## src/rtl/spi_cmd_scheduler_if.sv

```systemverilog
// spi_cmd_scheduler_if: rx frame fields in (rx_*), motor command valid/ready out (cmd_*), status_etc and link_alive out
interface spi_cmd_scheduler_if;
  logic [7:0]  rx_xdata;
  logic [6:0]  rx_ydata;
  logic [16:0] rx_etc;
  logic        rx_valid;
  logic [7:0]  cmd_x;
  logic [6:0]  cmd_y;
  logic        cmd_mode;
  logic        cmd_valid;
  logic        cmd_ready;
  logic [12:0] status_etc;
  logic        link_alive;
  modport slave (
    input  rx_xdata, rx_ydata, rx_etc, rx_valid, cmd_ready,
    output cmd_x, cmd_y, cmd_mode, cmd_valid, status_etc, link_alive
  );
  modport master (
    output rx_xdata, rx_ydata, rx_etc, rx_valid, cmd_ready,
    input  cmd_x, cmd_y, cmd_mode, cmd_valid, status_etc, link_alive
  );
endinterface

```

## src/rtl/spi_cmd_scheduler.sv

```systemverilog
// spi_cmd_scheduler: validates SPI frames into a 2-entry command FIFO with link watchdog and fail-safe centring; ports clk, reset, bus (spi_cmd_scheduler_if.slave)
module spi_cmd_scheduler #(
  parameter int unsigned TIMEOUT_CYCLES = 1000000,
  parameter logic [7:0]  X_CENTER       = 8'd128,
  parameter logic [6:0]  Y_CENTER       = 7'd64
) (
  input logic                clk,
  input logic                reset,
  spi_cmd_scheduler_if.slave bus
);
  localparam int WDW = $clog2(TIMEOUT_CYCLES + 1);
  typedef enum logic [1:0] {LINK_DOWN, ACTIVE, FAILSAFE} state_t;
  state_t          state, state_nx;
  logic            s1_valid, s1_good, s1_mode;
  logic [7:0]      s1_x;
  logic [6:0]      s1_y;
  logic [4:0]      s1_seq;
  logic [4:0]      last_seq;
  logic            seen;
  logic [2:0]      crc_err;
  logic [1:0]      ovf;
  logic [WDW-1:0]  wd;
  logic [15:0]     mem [2];
  logic            rd;
  logic [1:0]      cnt;
  logic [7:0]      exp_sum;
  logic [15:0]     entry, head;
  logic            accept, timeout, fs, full, pop, flush;
  logic            unused_rsv;
  assign unused_rsv = ^bus.rx_etc[10:8];
  assign exp_sum = bus.rx_xdata + {1'b0, bus.rx_ydata} + {3'b0, bus.rx_etc[16:12]} + {7'b0, bus.rx_etc[11]};
  assign accept  = s1_valid && s1_good && !(seen && s1_seq == last_seq);
  assign timeout = wd == WDW'(TIMEOUT_CYCLES);
  assign fs      = state == FAILSAFE;
  assign full    = cnt == 2'd2;
  assign head    = mem[rd];
  assign entry   = {s1_x, s1_y, s1_mode};
  assign pop     = !fs && cnt != 2'd0 && bus.cmd_ready;
  assign flush   = state == ACTIVE && timeout && !accept;
  assign bus.cmd_valid  = fs || cnt != 2'd0;
  assign bus.cmd_x      = fs ? X_CENTER : head[15:8];
  assign bus.cmd_y      = fs ? Y_CENTER : head[7:1];
  assign bus.cmd_mode   = fs | head[0];
  assign bus.link_alive = state == ACTIVE;
  assign bus.status_etc = {state == ACTIVE, seen ? last_seq : 5'd0, crc_err, ovf, full, fs};
  always_comb begin
    state_nx = state;
    if (state == LINK_DOWN && accept) state_nx = ACTIVE;
    if (flush) state_nx = FAILSAFE;
    if (fs && bus.cmd_ready) state_nx = (cnt != 2'd0 || accept) ? ACTIVE : LINK_DOWN;
  end
  always_ff @(posedge clk) begin
    if (reset) begin
      state    <= LINK_DOWN;
      s1_valid <= 1'b0;
      s1_good  <= 1'b0;
      s1_x     <= '0;
      s1_y     <= '0;
      s1_seq   <= '0;
      s1_mode  <= 1'b0;
      last_seq <= 5'h1F;
      seen     <= 1'b0;
      crc_err  <= '0;
      wd       <= '0;
    end else begin
      state    <= state_nx;
      s1_valid <= bus.rx_valid;
      s1_good  <= bus.rx_etc[7:0] == exp_sum;
      s1_x     <= bus.rx_xdata;
      s1_y     <= bus.rx_ydata;
      s1_seq   <= bus.rx_etc[16:12];
      s1_mode  <= bus.rx_etc[11];
      if (accept) begin
        last_seq <= s1_seq;
        seen     <= 1'b1;
      end
      if (s1_valid && !s1_good && crc_err != 3'd7) crc_err <= crc_err + 3'd1;
      wd <= accept ? '0 : timeout ? wd : wd + 1'b1;
    end
  end
  always_ff @(posedge clk) begin
    if (reset) begin
      cnt    <= '0;
      rd     <= 1'b0;
      ovf    <= '0;
      mem[0] <= '0;
      mem[1] <= '0;
    end else if (flush) begin
      cnt <= '0;
    end else begin
      if (accept && full && !pop) mem[~rd] <= entry;
      else if (accept && full) mem[rd] <= entry;
      else if (accept) mem[rd ^ cnt[0]] <= entry;
      if (accept && full && !pop && ovf != 2'd3) ovf <= ovf + 2'd1;
      if (pop) rd <= ~rd;
      cnt <= (accept && !pop && !full) ? cnt + 2'd1 : (pop && !accept) ? cnt - 2'd1 : cnt;
    end
  end
endmodule

```

## src/flat_wrapper.sv

```systemverilog
// flat-port wrapper written by rule: the top's interface ports become plain ports
module spi_cmd_scheduler_flat 
#(
  parameter int unsigned TIMEOUT_CYCLES = 1000000,
  parameter logic [7:0]  X_CENTER       = 8'd128,
  parameter logic [6:0]  Y_CENTER       = 7'd64
)
  (clk, reset, bus_rx_xdata, bus_rx_ydata, bus_rx_etc, bus_rx_valid, bus_cmd_ready, bus_cmd_x, bus_cmd_y, bus_cmd_mode, bus_cmd_valid, bus_status_etc, bus_link_alive);
  spi_cmd_scheduler_if bus_i ();
  input logic clk;
  input logic reset;
  input wire logic [$bits(bus_i.rx_xdata)-1:0] bus_rx_xdata;
  input wire logic [$bits(bus_i.rx_ydata)-1:0] bus_rx_ydata;
  input wire logic [$bits(bus_i.rx_etc)-1:0] bus_rx_etc;
  input wire logic [$bits(bus_i.rx_valid)-1:0] bus_rx_valid;
  input wire logic [$bits(bus_i.cmd_ready)-1:0] bus_cmd_ready;
  output wire logic [$bits(bus_i.cmd_x)-1:0] bus_cmd_x;
  output wire logic [$bits(bus_i.cmd_y)-1:0] bus_cmd_y;
  output wire logic [$bits(bus_i.cmd_mode)-1:0] bus_cmd_mode;
  output wire logic [$bits(bus_i.cmd_valid)-1:0] bus_cmd_valid;
  output wire logic [$bits(bus_i.status_etc)-1:0] bus_status_etc;
  output wire logic [$bits(bus_i.link_alive)-1:0] bus_link_alive;
  assign bus_i.rx_xdata = bus_rx_xdata;
  assign bus_i.rx_ydata = bus_rx_ydata;
  assign bus_i.rx_etc = bus_rx_etc;
  assign bus_i.rx_valid = bus_rx_valid;
  assign bus_i.cmd_ready = bus_cmd_ready;
  assign bus_cmd_x = bus_i.cmd_x;
  assign bus_cmd_y = bus_i.cmd_y;
  assign bus_cmd_mode = bus_i.cmd_mode;
  assign bus_cmd_valid = bus_i.cmd_valid;
  assign bus_status_etc = bus_i.status_etc;
  assign bus_link_alive = bus_i.link_alive;
  spi_cmd_scheduler #(.TIMEOUT_CYCLES(TIMEOUT_CYCLES), .X_CENTER(X_CENTER), .Y_CENTER(Y_CENTER)) u_core (.clk(clk), .reset(reset), .bus(bus_i));
endmodule
```

## config.mk

```make
export PLATFORM = sky130hd
export DESIGN_NAME = spi_cmd_scheduler_flat
export DESIGN_NICKNAME = d
export VERILOG_FILES = /design/src/rtl/spi_cmd_scheduler_if.sv /design/src/rtl/spi_cmd_scheduler.sv /design/src/flat_wrapper.sv
export SDC_FILE = /design/constraint.sdc
export NUM_CORES = 1
export LEC_CHECK = 0
export CAP_MARGIN = 20
export CELL_PAD_IN_SITES_DETAIL_PLACEMENT = 1
export CELL_PAD_IN_SITES_GLOBAL_PLACEMENT = 1
export CORE_UTILIZATION = 42
export CTS_BUF_LIST = sky130_fd_sc_hd__clkbuf_8 sky130_fd_sc_hd__clkbuf_16
export CTS_CLUSTER_DIAMETER = 200
export DETAILED_ROUTE_END_ITERATION = 10
export GPL_TIMING_DRIVEN = 0
export PLACE_DENSITY_LB_ADDON = 0.08
export REMOVE_ABC_BUFFERS = 1
export SLEW_MARGIN = 40
export SYNTH_ARGS = -nofsm -noshare
export SYNTH_HDL_FRONTEND = slang
export SYNTH_SLANG_ARGS = --single-unit
```

## constraint.sdc

```tcl
create_clock -name clk -period 3.25 [get_ports clk]
set_clock_uncertainty 0.15 [all_clocks]
set_input_delay 0.4875 -clock clk [delete_from_list [all_inputs] [get_ports clk]]
set_output_delay 0.4875 -clock clk [all_outputs]
set_load 0.02 [all_outputs]
```

# After elaboration in Yosys (flattened, before gate mapping)
# Memory sizes are Yosys's and may differ from the RTL's. A register that Yosys moved wholly into a read port is not among the register bits.
# Cells that the tools add are included.
[totals] regBits=59 latch_bits=0 ram_bits=32 rom_bits=0 in_bits=36 wordCells=108 mem_count=1
[op_classes] addsub=8 n_mul=0 n_div=0 n_lt_le_gt_ge=0 n_eq_ne=8 shift=0 mux=37 bitwise_logic=4 n_reduce_logical=36
[mem_list] name="u_core.mem" depth=2 width=16 rd=1 rd_clocked_by_memory_dff=1 write_ports=2 line_no="spi_cmd_scheduler.sv:23" text="logic [15:0] mem [2];"
[op_table] cell="2-to-1 mux 16 bit" n=3
[op_table] cell="OR reduction 16 bit" n=3
[op_table] cell="2-to-1 mux 1 bit" n=26
[op_table] cell="adder 20 x 1 -> 20 bit (second input constant)" n=1
[op_table] cell="equality test 20 bit (second input constant)" n=1
[op_table] cell="logical AND 1 bit" n=17
[op_table] cell="2-to-1 mux 2 bit" n=5
[op_table] cell="adder 8 x 1 -> 8 bit" n=1
[op_table] cell="adder 8 x 5 -> 8 bit" n=1
[op_table] cell="adder 8 x 7 -> 8 bit" n=1
[op_table] cell="equality test 8 bit" n=1
[op_table] cell="2-to-1 mux 8 bit" n=1
[op_table] cell="2-to-1 mux 7 bit" n=1
[op_table] cell="logical NOT 1 bit" n=6
[op_table] cell="equality test 5 bit" n=1
[op_table] cell="2-to-1 mux 5 bit" n=1
[op_table] cell="adder 2 x 1 -> 2 bit (second input constant)" n=2
[op_table] cell="equality test 2 bit (second input constant)" n=2
[op_table] cell="AND reduction 2 bit" n=2
[op_table] cell="nonzero test 2 bit" n=2
[op_table] cell="OR reduction 2 bit" n=2
[op_table] cell="adder 3 x 1 -> 3 bit (second input constant)" n=1
[op_table] cell="inequality test 3 bit (second input constant)" n=1
[op_table] cell="nonzero test 3 bit" n=1
[op_table] cell="8 further kinds" n=10

# Logic depth before layout (Yosys ltp)
[depth] word_depth=14 ltp_mapped=8

# Worst setup path before layout
# No wires, ideal clock.
[synth_path] kind="input to register" from="input port bus_rx_etc[11]" to="register u_core.s1_good" setup_ns=0.092 arrival_time_ns=2.616 t_required_ns=3.008 slack_ns=0.392 path_stages=8 path_buffers=0 cell_sequence="fa_1 > ha_1 > fa_1 > a21o_1 > a21o_1 > a2111oi_0 > nor3_1 > nor4_1"
[synth_between] elab_chain_cells=2
[synth_rtl] element="start: declaration" line_no="flat_wrapper.sv:14" text="input wire logic [$bits(bus_i.rx_etc)-1:0] bus_rx_etc;"
[synth_rtl] element="adder 8 x 1 -> 8 bit" line_no="spi_cmd_scheduler.sv:31" text="assign exp_sum = bus.rx_xdata + {1'b0, bus.rx_ydata} + {3'b0, bus.rx_etc[16:12]} + {7'b0, bus.rx_etc[11]};"
[synth_rtl] element="equality test 8 bit" line_no="spi_cmd_scheduler.sv:68" text="s1_good <= bus.rx_etc[7:0] == exp_sum;"
[synth_rtl] element="end signal: assignment" line_no="spi_cmd_scheduler.sv:68"
[synth_rtl] element="end: declaration" line_no="spi_cmd_scheduler.sv:14" text="logic s1_valid, s1_good, s1_mode;"
# No other way between the ends.
# A chain may end at the register's enable or synchronous reset.

# Final worst setup path
[layout_path] from="input port bus_rx_etc[12]" to="register u_core.s1_good"
[layout_between] elab_chain_cells=3
[layout_rtl] element="adder 8 x 5 -> 8 bit" line_no="spi_cmd_scheduler.sv:31"
[layout_rtl] element="adder 8 x 1 -> 8 bit" line_no="spi_cmd_scheduler.sv:31"
[layout_rtl] element="equality test 8 bit" line_no="spi_cmd_scheduler.sv:68"
# No other way between the ends.

==> results.cfg <==
[sta]
fin_hold_ws_ns = 0.286
tightestPinTransition_ns = 0.747
post-route-period-util = 0.960
drv_slew = 0
hold_viol = 0
relSlewSlack = 0.502
fin_crit_ns = 3.12
fmax_ghz = 0.320
setup_viol = 0
rsz0062_at_grt = no
fin_ws_ns = 0.128

[setup_path]
arrival_ns = 3.22
worst-path-max-fanout = 3
path_class = in2reg
critPathLaunchType = input pin
worstPathRequired_ns = 3.35
end_kind = register

[clock_network]
clk_pin_slew_ns = 0.09
cts_max_level = 3
cts_tree = yes
cts_buffers = 9
clk_latency_ns = 0.37
cts_hold_buf = 0
cts_sinks = 92
ctsLongestPathBuffers = 2
ctsRootBufferMaster = clkbuf_8

[synthesis]
synth_cell_type_count = 53
avgSynthCellArea_um2 = 10.4
synth_edf_count = 32
ys_ff_latch = 92
seq_area_frac_synth = 0.484
netlist_area_um2 = 4460
async_flop_share = 0
yosys_warnings = 0
synth_cells = 428
synth-main-ff-cell = dfxtp_1

[place]
port_buffers = 63
placed_area_um2 = 5170
hpwl_mm = 7.09
gp_congestion = 0.806
dpl.cell_count = 610
post-place-ws_ns = -0.687

[floorplanning]
ioPinCount = 67
core_um2 = 10300
dieArea_um2 = 11000
initial_core_util = 0.432
dieWidth_um = 105
rows = 37
die-height_um = 105

[power]
p_leak_uw = 0.00204
intPower_uw = 1850
pwr-share-comb = 0.125
max-vdd-ir-drop_mv = 0.252
swShare = 0.237
clkPwrFrac = 0.363
power.density_nw_per_um2 = 446
power_switching_uw = 573
p_seq_frac = 0.512

[routing]
ant_nets = 0
wl_per_cell_um = 15.5
routed_via_density = 5.05
first_pass_iters = 4
vias = 3162
dr.first_iter.drc_count = 77
wl_mm = 9.73
drc = 0

[cells_and_area]
design_area_um2 = 5420
nFillCells = 1145
n_antenna_cell = 0
finish.utilization = 0.525
fin_nets = 541
instances_no_fill = 626
synthToLayoutAreaGrowth_pct = 21.5
layout_commonest_cell = clkdlybuf4s50_1
final_cell_mix = clkdlybuf4s50_1, dfxtp_1, nor2_1, and2_1, nand2_1
drive_gt1_frac = 0.0673

[flow_run]
cap_violations = 0

[grt]
track_usage = 0.191
antenna_found_initial = 0
grt_max_degree = 40
grt_pass1_wl_mm = 16.3
grt_overflow = 0
grt_pass1_vias = 3372

[min_path]
hp-class = in2reg

[outcome]
status = completed
-- cell usage after synthesis, types with 4 or more instances --
master | n | area share
fa_1 | 6 | 0.027
nand2_1 | 33 | 0.028
mux2i_1 | 21 | 0.047
a21oi_1 | 9 | 0.010
xor2_1 | 17 | 0.033
edfxtp_1 | 32 | 0.22
clkbuf_1 | 8 | 0.0067
nand4_1 | 8 | 0.011
a21o_1 | 5 | 0.0084
nor2_1 | 45 | 0.038
nand3_1 | 16 | 0.018
xnor2_1 | 20 | 0.039
dfxtp_1 | 60 | 0.27
and2_1 | 41 | 0.057
inv_1 | 8 | 0.0067
buf_4 | 6 | 0.010
nor3_1 | 4 | 0.0045
nor2b_1 | 24 | 0.034
ha_1 | 14 | 0.039
-- final cells by class --
cell class	count	area, um^2	share of cell area
clock inverter	6	85.1	0.0157
inverter	9	33.8	0.00623
sequential	92	2160	0.399
clock buffer	10	149	0.0275
timing repair buffer	63	628	0.116
tap	136	170	0.0314
multi-input combinational	310	2190	0.404
-- layer usage --
layer | share of wire | GRT usage | wire [um]
met1 | 0.45 | 0.230 | 4410
met2 | 0.50 | 0.333 | 4880
met3 | 0.034 | 0.0480 | 331
met4 | 0.011 | 0.0584 | 107
met5 | 0 | 0 | 0
-- state kept, by name, summed over array words and instances, names as in the netlist, named ones only --
signal	flops
u_core.wd	20
u_core.mem	32
u_core.s1_seq	5
u_core.last_seq	5
u_core.s1_good	1
u_core.rd	1
u_core.s1_x	8
u_core.s1_valid	1
u_core.seen	1
u_core.crc_err	3
u_core.s1_y	7
u_core.ovf	2
u_core.cnt	2
u_core.state	2
u_core.s1_mode	1
-- logic make-up (layout without fill, tap and decap cells) --
family	after synthesis	in the layout	synth area share
simple gates	195	195	0.236
flops	92	92	0.484
xor+xnor	37	37	0.0726
compound gates	35	35	0.0608
buf+inv	26	88	0.0275
mux	23	23	0.0521
fa+ha+maj	20	20	0.0662
-- power groups by stage --
stage                     combinational, uW  sequential (uW)  clock [uW]
after detailed placement                296             1270           0
after global routing                    334             1240         940
final                                   302             1240         879
after CTS                               306             1240         907
after global placement                  289             1260           0
after floorplan                         182             1260           0
-- worst max-delay path, cell delays in order --
cell,delay [ns]
clkdlybuf4s50_1,0.52
fa_1,0.44
ha_1,0.22
fa_2,0.36
a21o_1,0.19
a21o_1,0.21
a2111oi_2,0.30
nor3_1,0.11
nor4_2,0.38
-- metrics by stage --
stage	total power, uW	setup TNS, ns
after global placement	1550	-43.89
after floorplan	1440	0
after detailed placement	1560	-3.04
after global routing	2520	0
final	2420	0
after CTS	2450	0
-- final timing paths --
path                                        from                 end  slack, ns  cells after the start
worst min register to register  u_core.s1_seq[3]  u_core.last_seq[3]       0.34                      2
worst max-delay path              bus_rx_etc[12]      u_core.s1_good       0.13                      9
worst min-delay path              bus_rx_etc[11]      u_core.s1_mode       0.29                      2
worst max register to register   u_core.state[0]   u_core.mem[0][10]       0.36                      5
-- timing repair --
action	CTS	global route
gates resized for setup	3	3
pin swaps	1	2
setup buffers	0	0
endpoints found under the setup margin	1	17
Power figures use the tool's default switching activity.
